$ cat src/rtl/seat_req_pkg.sv
// Shared definitions for the seat request front-end: FSM states,
// Seat_State encodings, keypad command codes and error codes.
package seat_req_pkg;

  typedef enum logic [2:0] {
    IDLE      = 3'd0,
    CARD      = 3'd1,
    SEAT_TENS = 3'd2,
    SEAT_ONES = 3'd3,
    CMD       = 3'd4,
    ISSUE     = 3'd5
  } state_t;

  localparam logic [1:0] SS_LEAVE = 2'b00;
  localparam logic [1:0] SS_SIT   = 2'b01;
  localparam logic [1:0] SS_AWAY  = 2'b10;

  localparam logic [3:0] KEY_SIT    = 4'hA;
  localparam logic [3:0] KEY_AWAY   = 4'hB;
  localparam logic [3:0] KEY_LEAVE  = 4'hC;
  localparam logic [3:0] KEY_CANCEL = 4'hF;

  localparam logic [2:0] ERR_NONE    = 3'd0;
  localparam logic [2:0] ERR_SEQ     = 3'd1;
  localparam logic [2:0] ERR_KEY     = 3'd2;
  localparam logic [2:0] ERR_RANGE   = 3'd3;
  localparam logic [2:0] ERR_TIMEOUT = 3'd4;
  localparam logic [2:0] ERR_ZERO_ID = 3'd5;

  function automatic logic is_digit(input logic [3:0] k);
    return (k <= 4'd9);
  endfunction

  function automatic logic is_cmd_key(input logic [3:0] k);
    return (k == KEY_SIT) || (k == KEY_AWAY) || (k == KEY_LEAVE);
  endfunction

endpackage

$ cat src/rtl/seat_req_timeout.sv
// Saturating idle-cycle counter for the seat request sequencer.
//   clk, rst_n : clock and asynchronous active-low reset
//   clr        : force the count back to zero (wins over en)
//   en         : count one per cycle while high, saturating at LIMIT
//   expire     : high in the cycle whose edge brings the count to LIMIT
module seat_req_timeout #(
  parameter int unsigned LIMIT = 999
) (
  input  logic clk,
  input  logic rst_n,
  input  logic clr,
  input  logic en,
  output logic expire
);

  localparam int unsigned W = (LIMIT > 1) ? $clog2(LIMIT + 1) : 1;

  logic [W-1:0] count;

  always_ff @(posedge clk or negedge rst_n) begin
    if (!rst_n) begin
      count <= '0;
    end else if (clr) begin
      count <= '0;
    end else if (en && (count != W'(LIMIT))) begin
      count <= count + W'(1);
    end
  end

  // Announced one cycle early so the owner's registered err lands on the
  // same edge that the count reaches LIMIT.
  assign expire = en && !clr && (count == W'(LIMIT - 1));

endmodule

$ cat src/rtl/seat_request_ctrl.sv
// Seat request sequencer in front of SchoolSeatingSystem. Collects a
// 4-byte student ID from the card reader and a keypad entry (two seat
// digits, then a command key), validates it and issues one write.
//   clk, rst_n          : clock, asynchronous active-low reset
//   byte_valid/byte_data: card byte strobe, ID bytes MSB first
//   key_valid/key_code  : keypad strobe; 0-9, A sit, B away, C leave, F cancel
//   Student_No/Seat_No/Seat_State : last issued request, held between writes
//   write               : one-cycle request strobe
//   busy                : request in progress (state not IDLE)
//   err/err_code        : one-cycle error strobe, code held until next error
//
// state     | meaning
// IDLE      | waiting for the first card byte; keys ignored
// CARD      | collecting ID bytes 2..4
// SEAT_TENS | waiting for the seat tens digit
// SEAT_ONES | waiting for the seat ones digit
// CMD       | waiting for sit / away / leave
// ISSUE     | write cycle; inputs ignored
module seat_request_ctrl
  import seat_req_pkg::*;
#(
  parameter int unsigned NUM_SEATS   = 24,
  parameter int unsigned TIMEOUT_CYC = 1000
) (
  input  logic        clk,
  input  logic        rst_n,
  input  logic        byte_valid,
  input  logic [7:0]  byte_data,
  input  logic        key_valid,
  input  logic [3:0]  key_code,
  output logic [31:0] Student_No,
  output logic [4:0]  Seat_No,
  output logic [1:0]  Seat_State,
  output logic        write,
  output logic        busy,
  output logic        err,
  output logic [2:0]  err_code
);

  state_t      state, state_nxt;
  logic [31:0] sh_id;
  logic [1:0]  sh_cnt;
  logic [3:0]  sh_tens;
  logic [4:0]  sh_seat;

  logic        cancel;
  logic        expire;
  logic [6:0]  seat_calc;
  logic [1:0]  ss_key;
  logic        err_d;
  logic [2:0]  err_code_d;
  logic        ld_byte, ld_tens, ld_seat;

  assign cancel    = key_valid && (key_code == KEY_CANCEL);
  assign seat_calc = 7'(sh_tens) * 7'd10 + 7'(key_code);

  always_comb begin
    ss_key = SS_LEAVE;
    case (key_code)
      KEY_SIT:  ss_key = SS_SIT;
      KEY_AWAY: ss_key = SS_AWAY;
      default:  ss_key = SS_LEAVE;
    endcase
  end

  seat_req_timeout #(
    .LIMIT(TIMEOUT_CYC - 1)
  ) u_timeout (
    .clk   (clk),
    .rst_n (rst_n),
    .clr   ((state == IDLE) || byte_valid || key_valid),
    .en    (state != IDLE),
    .expire(expire)
  );

  always_ff @(posedge clk or negedge rst_n) begin
    if (!rst_n) state <= IDLE;
    else        state <= state_nxt;
  end

  // Priority inside a request: cancel, then any strobe, then timeout.
  always_comb begin
    state_nxt  = state;
    err_d      = 1'b0;
    err_code_d = ERR_NONE;
    case (state)
      IDLE: begin
        if (byte_valid) state_nxt = CARD;
      end
      CARD: begin
        if (cancel) begin
          state_nxt = IDLE;
        end else if (key_valid) begin
          state_nxt = IDLE; err_d = 1'b1; err_code_d = ERR_SEQ;
        end else if (byte_valid) begin
          if (sh_cnt == 2'd3) begin
            if ({sh_id[31:8], byte_data} == 32'h0) begin
              state_nxt = IDLE; err_d = 1'b1; err_code_d = ERR_ZERO_ID;
            end else begin
              state_nxt = SEAT_TENS;
            end
          end
        end else if (expire) begin
          state_nxt = IDLE; err_d = 1'b1; err_code_d = ERR_TIMEOUT;
        end
      end
      SEAT_TENS, SEAT_ONES, CMD: begin
        if (cancel) begin
          state_nxt = IDLE;
        end else if (byte_valid) begin
          state_nxt = IDLE; err_d = 1'b1; err_code_d = ERR_SEQ;
        end else if (key_valid) begin
          if (state == SEAT_TENS) begin
            if (is_digit(key_code)) state_nxt = SEAT_ONES;
            else begin state_nxt = IDLE; err_d = 1'b1; err_code_d = ERR_KEY; end
          end else if (state == SEAT_ONES) begin
            if (!is_digit(key_code)) begin
              state_nxt = IDLE; err_d = 1'b1; err_code_d = ERR_KEY;
            end else if (seat_calc >= 7'(NUM_SEATS)) begin
              state_nxt = IDLE; err_d = 1'b1; err_code_d = ERR_RANGE;
            end else begin
              state_nxt = CMD;
            end
          end else begin
            if (is_cmd_key(key_code)) state_nxt = ISSUE;
            else begin state_nxt = IDLE; err_d = 1'b1; err_code_d = ERR_KEY; end
          end
        end else if (expire) begin
          state_nxt = IDLE; err_d = 1'b1; err_code_d = ERR_TIMEOUT;
        end
      end
      ISSUE:   state_nxt = IDLE;
      default: state_nxt = IDLE;
    endcase
  end

  always_comb begin
    ld_byte = byte_valid && (((state == IDLE) && (state_nxt == CARD)) ||
                             ((state == CARD) && (state_nxt != IDLE)));
    ld_tens = (state == SEAT_TENS) && (state_nxt == SEAT_ONES);
    ld_seat = (state == SEAT_ONES) && (state_nxt == CMD);
  end

  always_ff @(posedge clk or negedge rst_n) begin
    if (!rst_n) begin
      sh_id   <= '0;
      sh_cnt  <= '0;
      sh_tens <= '0;
      sh_seat <= '0;
    end else begin
      if (ld_byte) begin
        if (state == IDLE) begin
          sh_id  <= {byte_data, 24'h0};
          sh_cnt <= 2'd1;
        end else begin
          case (sh_cnt)
            2'd1:    sh_id[23:16] <= byte_data;
            2'd2:    sh_id[15:8]  <= byte_data;
            default: sh_id[7:0]   <= byte_data;
          endcase
          sh_cnt <= sh_cnt + 2'd1;
        end
      end
      if (ld_tens) sh_tens <= key_code;
      if (ld_seat) sh_seat <= seat_calc[4:0];
    end
  end

  // The command key is the last piece of the request, so it feeds
  // Seat_State directly on the edge that enters ISSUE.
  always_ff @(posedge clk or negedge rst_n) begin
    if (!rst_n) begin
      Student_No <= '0;
      Seat_No    <= '0;
      Seat_State <= SS_LEAVE;
      write      <= 1'b0;
      busy       <= 1'b0;
      err        <= 1'b0;
      err_code   <= ERR_NONE;
    end else begin
      write <= (state_nxt == ISSUE);
      busy  <= (state_nxt != IDLE);
      err   <= err_d;
      if (err_d) err_code <= err_code_d;
      if (state_nxt == ISSUE) begin
        Student_No <= sh_id;
        Seat_No    <= sh_seat;
        Seat_State <= ss_key;
      end
    end
  end

endmodule

$ cat config.mk
export PLATFORM = sky130hd
export DESIGN_NAME = seat_request_ctrl
export DESIGN_NICKNAME = d
export VERILOG_FILES = /design/src/rtl/seat_req_pkg.sv /design/src/rtl/seat_req_timeout.sv /design/src/rtl/seat_request_ctrl.sv
export SDC_FILE = /design/constraint.sdc
export NUM_CORES = 1
export LEC_CHECK = 0
export CAP_MARGIN = 20
export CORE_MARGIN = 2
export CORE_UTILIZATION = 40
export DETAILED_ROUTE_END_ITERATION = 8
export PLACE_DENSITY_LB_ADDON = 0.05
export SYNTH_ARGS = -nofsm -noshare
export SYNTH_HDL_FRONTEND = slang
export SYNTH_SLANG_ARGS = --single-unit
$ cat constraint.sdc
create_clock -name clk -period 5.42 [get_ports clk]
set_input_delay 1.084 -clock clk [delete_from_list [all_inputs] [get_ports clk]]
set_output_delay 1.084 -clock clk [all_outputs]
set_load 0.01 [all_outputs]
==> metrics, run 1 <==
area delta synth->final=22.3%; Port Buf Inserts=60; status=finished clean; top-area cell type share of the netlist area=53.8%; P_int=1430 uW; aggregate global-route resource usage=17.6%; ys async rst share=100%; CP max stage delay=0.58 ns; WL final=10200 um; Hold Path Depth=1; Seq pwr share=45.2%; count of pins over their slew limit=0; die span in y=112 um; Via density=5.30; DRT Pass-1 Iters=4; #FFs+latches synth=101; CP Cell Sequence=clkdlybuf4s50_1, ha_1, inv_1, fa_1, xnor2_1, nor3b_1, and3b_1, a211oi_2, o21bai_1, or2_2, a41oi_1; Setup WS post-layout=1.65 ns; Post-CTS Resized=0; antenna diode count=0; Fin Setup TNS=0 ns; worst hold start=err_code[2]; initial antenna violation count=0; Die X=112 um; part of the power in the clock network=36.6%; Crit. End Element=flop; CP max FO=7; drt wl/cell=17.0 um; clk_skew=0.00505 ns; Tcrit/Tclk final=69.5%; fin nets=487; Synth Cell Area=4690 sq um; EDFF count, synth=0; H-tree depth reported by CTS=3; I/O pin cnt=61; Logic pwr share=18.2%; syn_nets=429; HPWL Detailed=6980 um; Post-CTS Setup Inserts=0; Clock Latency Late Sink=0.35 ns; Final Hold Viols=0; Num CTS Buffers=9; RSZ-0062 raised after global routing=false; ranking of synthesized cells by area=dfrtp_1 54%, mux2_2 11%, mux2i_1 5.1%, nand2_1 3.4%, ha_1 3.2%; area of the multi-input gates=2020 sq um; starting density of the core=41.1%; clk buf depth=2; Reg-to-Reg End=sh_cnt[0]; grt ovf=0; Final Setup Violations=0; routability cong.=0.827; Hold Path Sink=err_code[2]; Hold WC Path Type=reg2reg; Sink Count=101; worst-margin pin slew=0.870 ns; DR iter-0 viols=97; post-route ant nets=0; R2R setup slack=2.19 ns; met2 Resource Use GR=26.8%; crit path DAT=4.04 ns; Worst R2R Path Depth=10; Synth area leader=dfrtp_1; vias in the first global route=3285; largest net degree at the start of global routing=67; # rows=39; CORE AREA=11400 sq um; GRT met3 Usage=5.67%; P_sw=553 uW; Primary FF master, synth=dfrtp_1; busiest layer in global routing=met2; Max VDD drop=0.217 mV; unique cell type count in the Yosys netlist=52; die footprint=12600 sq um; sequential fraction of the synthesis area=53.8%; DRC Markers=0; Crit-path slowest cell=clkdlybuf4s50_1; pre-CTS setup slack=1.31 ns; register area=2530 sq um; worst setup path startpoint=key_code[1]; CP Buf/Inv Count=2; M1 GR Usage=24.4%; Root Driver=clkbuf_16; cell area after layout=5740 sq um; Avg Cell Area, Syn=11.8 sq um; layout cells sized above 1=15.4%; Cells after Synth=399; Slew headroom=42.0%; Final Util=50.3%; reg2reg start=sh_tens[1]; Area after DPL=5410 sq um; vias=3199; Fillers=1077; Synth Warn #=0; CTS tree=done; Hold-fix buffers, CTS=0; fmax=0.265 GHz; PwrDens=346 nW/um^2; leak pwr=0.00263 uW; switch share=27.8%; crit path kind=in2reg; CP Launch Type=input port; Max Cap Viol=0; Reg clk slew, reported paths=0.06 ns; Largest delay share family, worst path=compound AO/OA/AOI/OAI gates; WP data required=5.69 ns; first-pass GRT wire length=17400 um; crit path time final=3.77 ns
[synthesized netlist by cell type, types with 3 or more instances]
library cell,instances
a21oi_1,4
and3_1,6
buf_2,5
buf_6,3
clkbuf_1,8
dfrtp_1,101
ha_1,12
inv_1,17
mux2_2,45
mux2i_1,24
nand2_1,43
nand3_1,9
nand4_1,4
nor2_1,21
nor2b_1,6
nor3b_1,5
nor4_1,8
o211a_1,3
o21ai_0,18
o32ai_1,3
xnor2_1,4
xor2_1,6
[layout make-up]
class	instances	area share [%]
clock inverter	5	1.74
multi-input combinational	265	35.2
timing repair buffer	63	10.8
clock buffer	10	3.99
tap	143	3.12
inverter	17	1.11
sequential	101	44.0
[per-stage QoR]
stage / total power, uW / hold slack [ns] / std cells
floorplan: 1140 / 0.466 / 399
finish: 1990 / 0.493 / 604
global route: 2100 / 0.508 / 604
global placement: 1260 / 0.461 / 589
detailed placement: 1270 / 0.480 / 589
CTS: 2010 / 0.496 / 604
[state kept, by name, indices dropped and copies added, names as in the netlist, 2 cells and up]
signal / cells
state: 3
u_timeout.count: 10
Seat_State: 2
Student_No: 32
sh_cnt: 2
Seat_No: 5
sh_id: 32
err_code: 3
sh_tens: 4
sh_seat: 5
[layout by cell type, fill, tap and decap left out, types with 3 or more instances in the layout]
master           Yosys  final
o21ai_0             18     18
buf_4                0      4
dfrtp_1            101    101
mux2_2              45     45
nor3b_1              5      5
a21oi_1              4      4
clkdlybuf4s50_1      0     59
nand3_1              9      9
nand4_1              4      4
o211a_1              3      3
and3_1               6      6
nor4_1               8      8
inv_1               17     17
xor2_1               6      6
clkbuf_16            0      9
nor2b_1              6      6
nand2_1             43     43
ha_1                12     12
o32ai_1              3      3
mux2i_1             24     24
bufinv_16            0      3
xnor2_1              4      4
nor2_1              21     20
[power groups by stage]
stage	clock network, uW	logic, uW	registers [uW]
finish	727	361	898
global route	779	411	909
CTS	744	364	898
detailed placement	0	360	912
global placement	0	352	909
floorplan	0	246	890
[worst max path at each step]
stage	end	slack, ns	cells after the start
4_1_cts	sh_cnt[0]	1.70	11
3_5_place_dp	sh_cnt[0]	1.31	11
6_report	sh_cnt[0]	1.65	11
5_1_grt	sh_cnt[0]	1.47	11
3_3_place_gp	sh_cnt[0]	1.44	11
2_1_floorplan	sh_cnt[0]	2.24	10
[cell families (layout without fill, tap and decap cells)]
kind of cell             Yosys count  count (layout)  synth area share [%]
buffers and inverters             33              95                  3.25
multiplexers                      69              69                  15.9
flip-flops                       101             101                  53.8
XOR/XNOR                          10              10                  1.87
adder cells (fa/ha/maj)           14              14                  4.05
AND/OR/NAND/NOR                  123             123                  13.8
AO/OA/AOI/OAI                     49              49                  7.25
[routing by layer]
| metal | share of wire (%) | up-vias |
|---|---|---|
| met4 | 1.0 | 0 |
| li1 | - | 1526 |
| met3 | 4.1 | 10 |
| met2 | 46 | 46 |
| met1 | 49 | 1617 |
| met5 | 0 | - |
[worst reg2reg max path, cell delays in order, from the launching register on]
cell and delay (ns):
dfrtp_1 0.42, ha_1 0.31, ha_1 0.21, fa_1 0.38, xor2_1 0.33, nor4_1 0.10
o211a_1 0.24, a211oi_2 0.40, o21bai_1 0.22, or2_2 0.34, a41oi_1 0.20
Power figures use the tool's default switching activity.
==> run 2: changes to the inputs <==
==> constraint.sdc (replaced) <==
create_clock -name clk -period 3.7 [get_ports clk]
set_input_delay 0.74 -clock clk [delete_from_list [all_inputs] [get_ports clk]]
set_output_delay 0.74 -clock clk [all_outputs]
set_load 0.01 [all_outputs]
==> metrics, run 2 (synthesis gave the netlist of run 1 again) <==
most frequent cells in the layout=101 x dfrtp_1, 59 x clkdlybuf4s50_1, 45 x mux2_2; cell area after layout=5770 sq um; Post-CTS Setup Inserts=0; HPWL Detailed=6890 um; Area after DPL=5500 sq um; DRC Markers=0; Sink Count=101; largest net degree at the start of global routing=62; leak pwr=0.00266 uW; Hold WS=0.464 ns; clk buf depth=2; WP data required=3.96 ns; drt wl/cell=16.2 um; RSZ-0062 raised after global routing=false; max layer used=met4; Hold-fix buffers, CTS=0; met2 wire len=4490 um; CTS tree=done; crit path DAT=3.54 ns; Max VDD drop=0.359 mV; R2R setup slack=0.53 ns; worst-margin pin slew=0.768 ns; crit path time final=3.28 ns; fin nets=498; grt ovf=0; Reg clk slew, reported paths=0.07 ns; routability cong.=0.864; vias in the first global route=3273; WL final=10000 um; final non-filler cell total=616; Post-CTS Resized=0; crit path kind=in2reg; Slew headroom=48.8%; Clock Latency Late Sink=0.35 ns; CORE AREA=11400 sq um; die span in y=112 um; CP max FO=6; aggregate global-route resource usage=17.1%; status=finished clean; H-tree depth reported by CTS=3; Final Hold Viols=0; reg2reg start=sh_tens[1]; Fillers=1079; # placed instances=600; Fin Setup TNS=0 ns; fmax=0.305 GHz; worst setup path startpoint=key_code[1]; clk_skew=0.00570 ns; Num CTS Buffers=9; DR iter-0 viols=117; metal1 wirelength=4960 um; DRT Pass-1 Iters=4; Crit. End Element=flop; die footprint=12600 sq um; layout cells sized above 1=17.5%; CP Launch Type=input port; starting density of the core=41.1%; initial antenna violation count=0; PwrDens=474 nW/um^2; post-route ant nets=0; Root Driver=clkbuf_16; Final Setup Violations=0; Via density=5.22; Tcrit/Tclk final=88.7%; Routed met3 length=442 um; antenna diode count=0; Port Buf Inserts=60; count of pins over their slew limit=0; Max Cap Viol=0; top flop regs=Student_No: 32 flops, sh_id: 32 flops, u_timeout.count: 10 flops; Hold WC Path Type=in2async; commonest non-fill, non-tap cell in the layout=dfrtp_1; Die X=112 um; # rows=39; first-pass GRT wire length=17000 um; vias=3213; area delta synth->final=23.0%; Setup crit end=sh_cnt[0]; Reg-to-Reg End=sh_cnt[0]; Worst R2R Path Depth=10; I/O pin cnt=61
[run 2: changes by cell type in the layout (fill, tap and decap cells not counted), sizes merged]
cell,previous run,this run
bufinv,3,0
clkinvlp,0,1
buf,4,15
clkbuf,10,12
clkinv,2,3
[run 2: metal layers]
metal | vias up | track usage (%)
li1 | 1548 | -
met1 | 1596 | 24.6
met2 | 60 | 25.3
met3 | 9 | 5.51
met4 | 0 | 4.15
met5 | - | 0
[run 2: worst min-delay path by stage]
stage | from | end | slack (ns) | cells after the start
2_1_floorplan | rst_n | Seat_No[0] | 0.44 | 0
5_1_grt | err_code[0] | err_code[0] | 0.50 | 1
4_1_cts | rst_n | u_timeout.count[8] | 0.49 | 1
6_report | rst_n | u_timeout.count[8] | 0.46 | 1
3_5_place_dp | err_code[0] | err_code[0] | 0.48 | 1
3_3_place_gp | err_code[0] | err_code[0] | 0.46 | 1
[run 2: worst max-delay path, cell delays in order]
cell	delay, ns
clkdlybuf4s50_1	0.48
ha_1	0.17
inv_1	0.05
fa_1	0.40
nor2b_1	0.22
nor4_1	0.07
o211a_1	0.24
a211oi_2	0.40
o21bai_1	0.19
or2_2	0.33
a41oi_1	0.24
[run 2: report_power, final]
part / internal [uW] / switching [uW] / leakage (uW)
Combinational: 237 / 291 / 0.00115
Sequential: 1210 / 99.2 / 0.00138
Clock: 490 / 409 / 0.000138
Total: 1940 / 799 / 0.00266
[run 2: final cells by class]
cell class                 instances  area, sq um  share of cell area (%)
tap                              143          179                    3.10
clock inverter                     4         22.5                   0.390
inverter                          17         63.8                    1.11
multi-input combinational        265         2020                    35.0
sequential                       101         2530                    43.8
timing repair buffer              74          703                    12.2
clock buffer                      12          256                    4.44
[run 2: per-stage QoR]
| stage | util [%] | power (uW) | setup slack, ns |
|---|---|---|---|
| 2_1_floorplan | - | 1660 | 0.857 |
| 3_3_place_gp | 48.1 | 1860 | 0.171 |
| 3_5_place_dp | 48.1 | 1860 | 0.0967 |
| 4_1_cts | 50.6 | 2780 | 0.442 |
| 5_1_grt | 50.6 | 2890 | 0.197 |
| 6_report | 50.6 | 2740 | 0.417 |
==> run 3: changes to the inputs <==
--- a/config.mk
+++ b/config.mk
@@ -10,6 +10,7 @@
 export CORE_UTILIZATION = 40
 export DETAILED_ROUTE_END_ITERATION = 8
 export PLACE_DENSITY_LB_ADDON = 0.05
+export SLEW_MARGIN = 0
 export SYNTH_ARGS = -nofsm -noshare
 export SYNTH_HDL_FRONTEND = slang
 export SYNTH_SLANG_ARGS = --single-unit
==> results of run 3 <==
No change in the layout: final DEF, timing and power equal those of run 2.
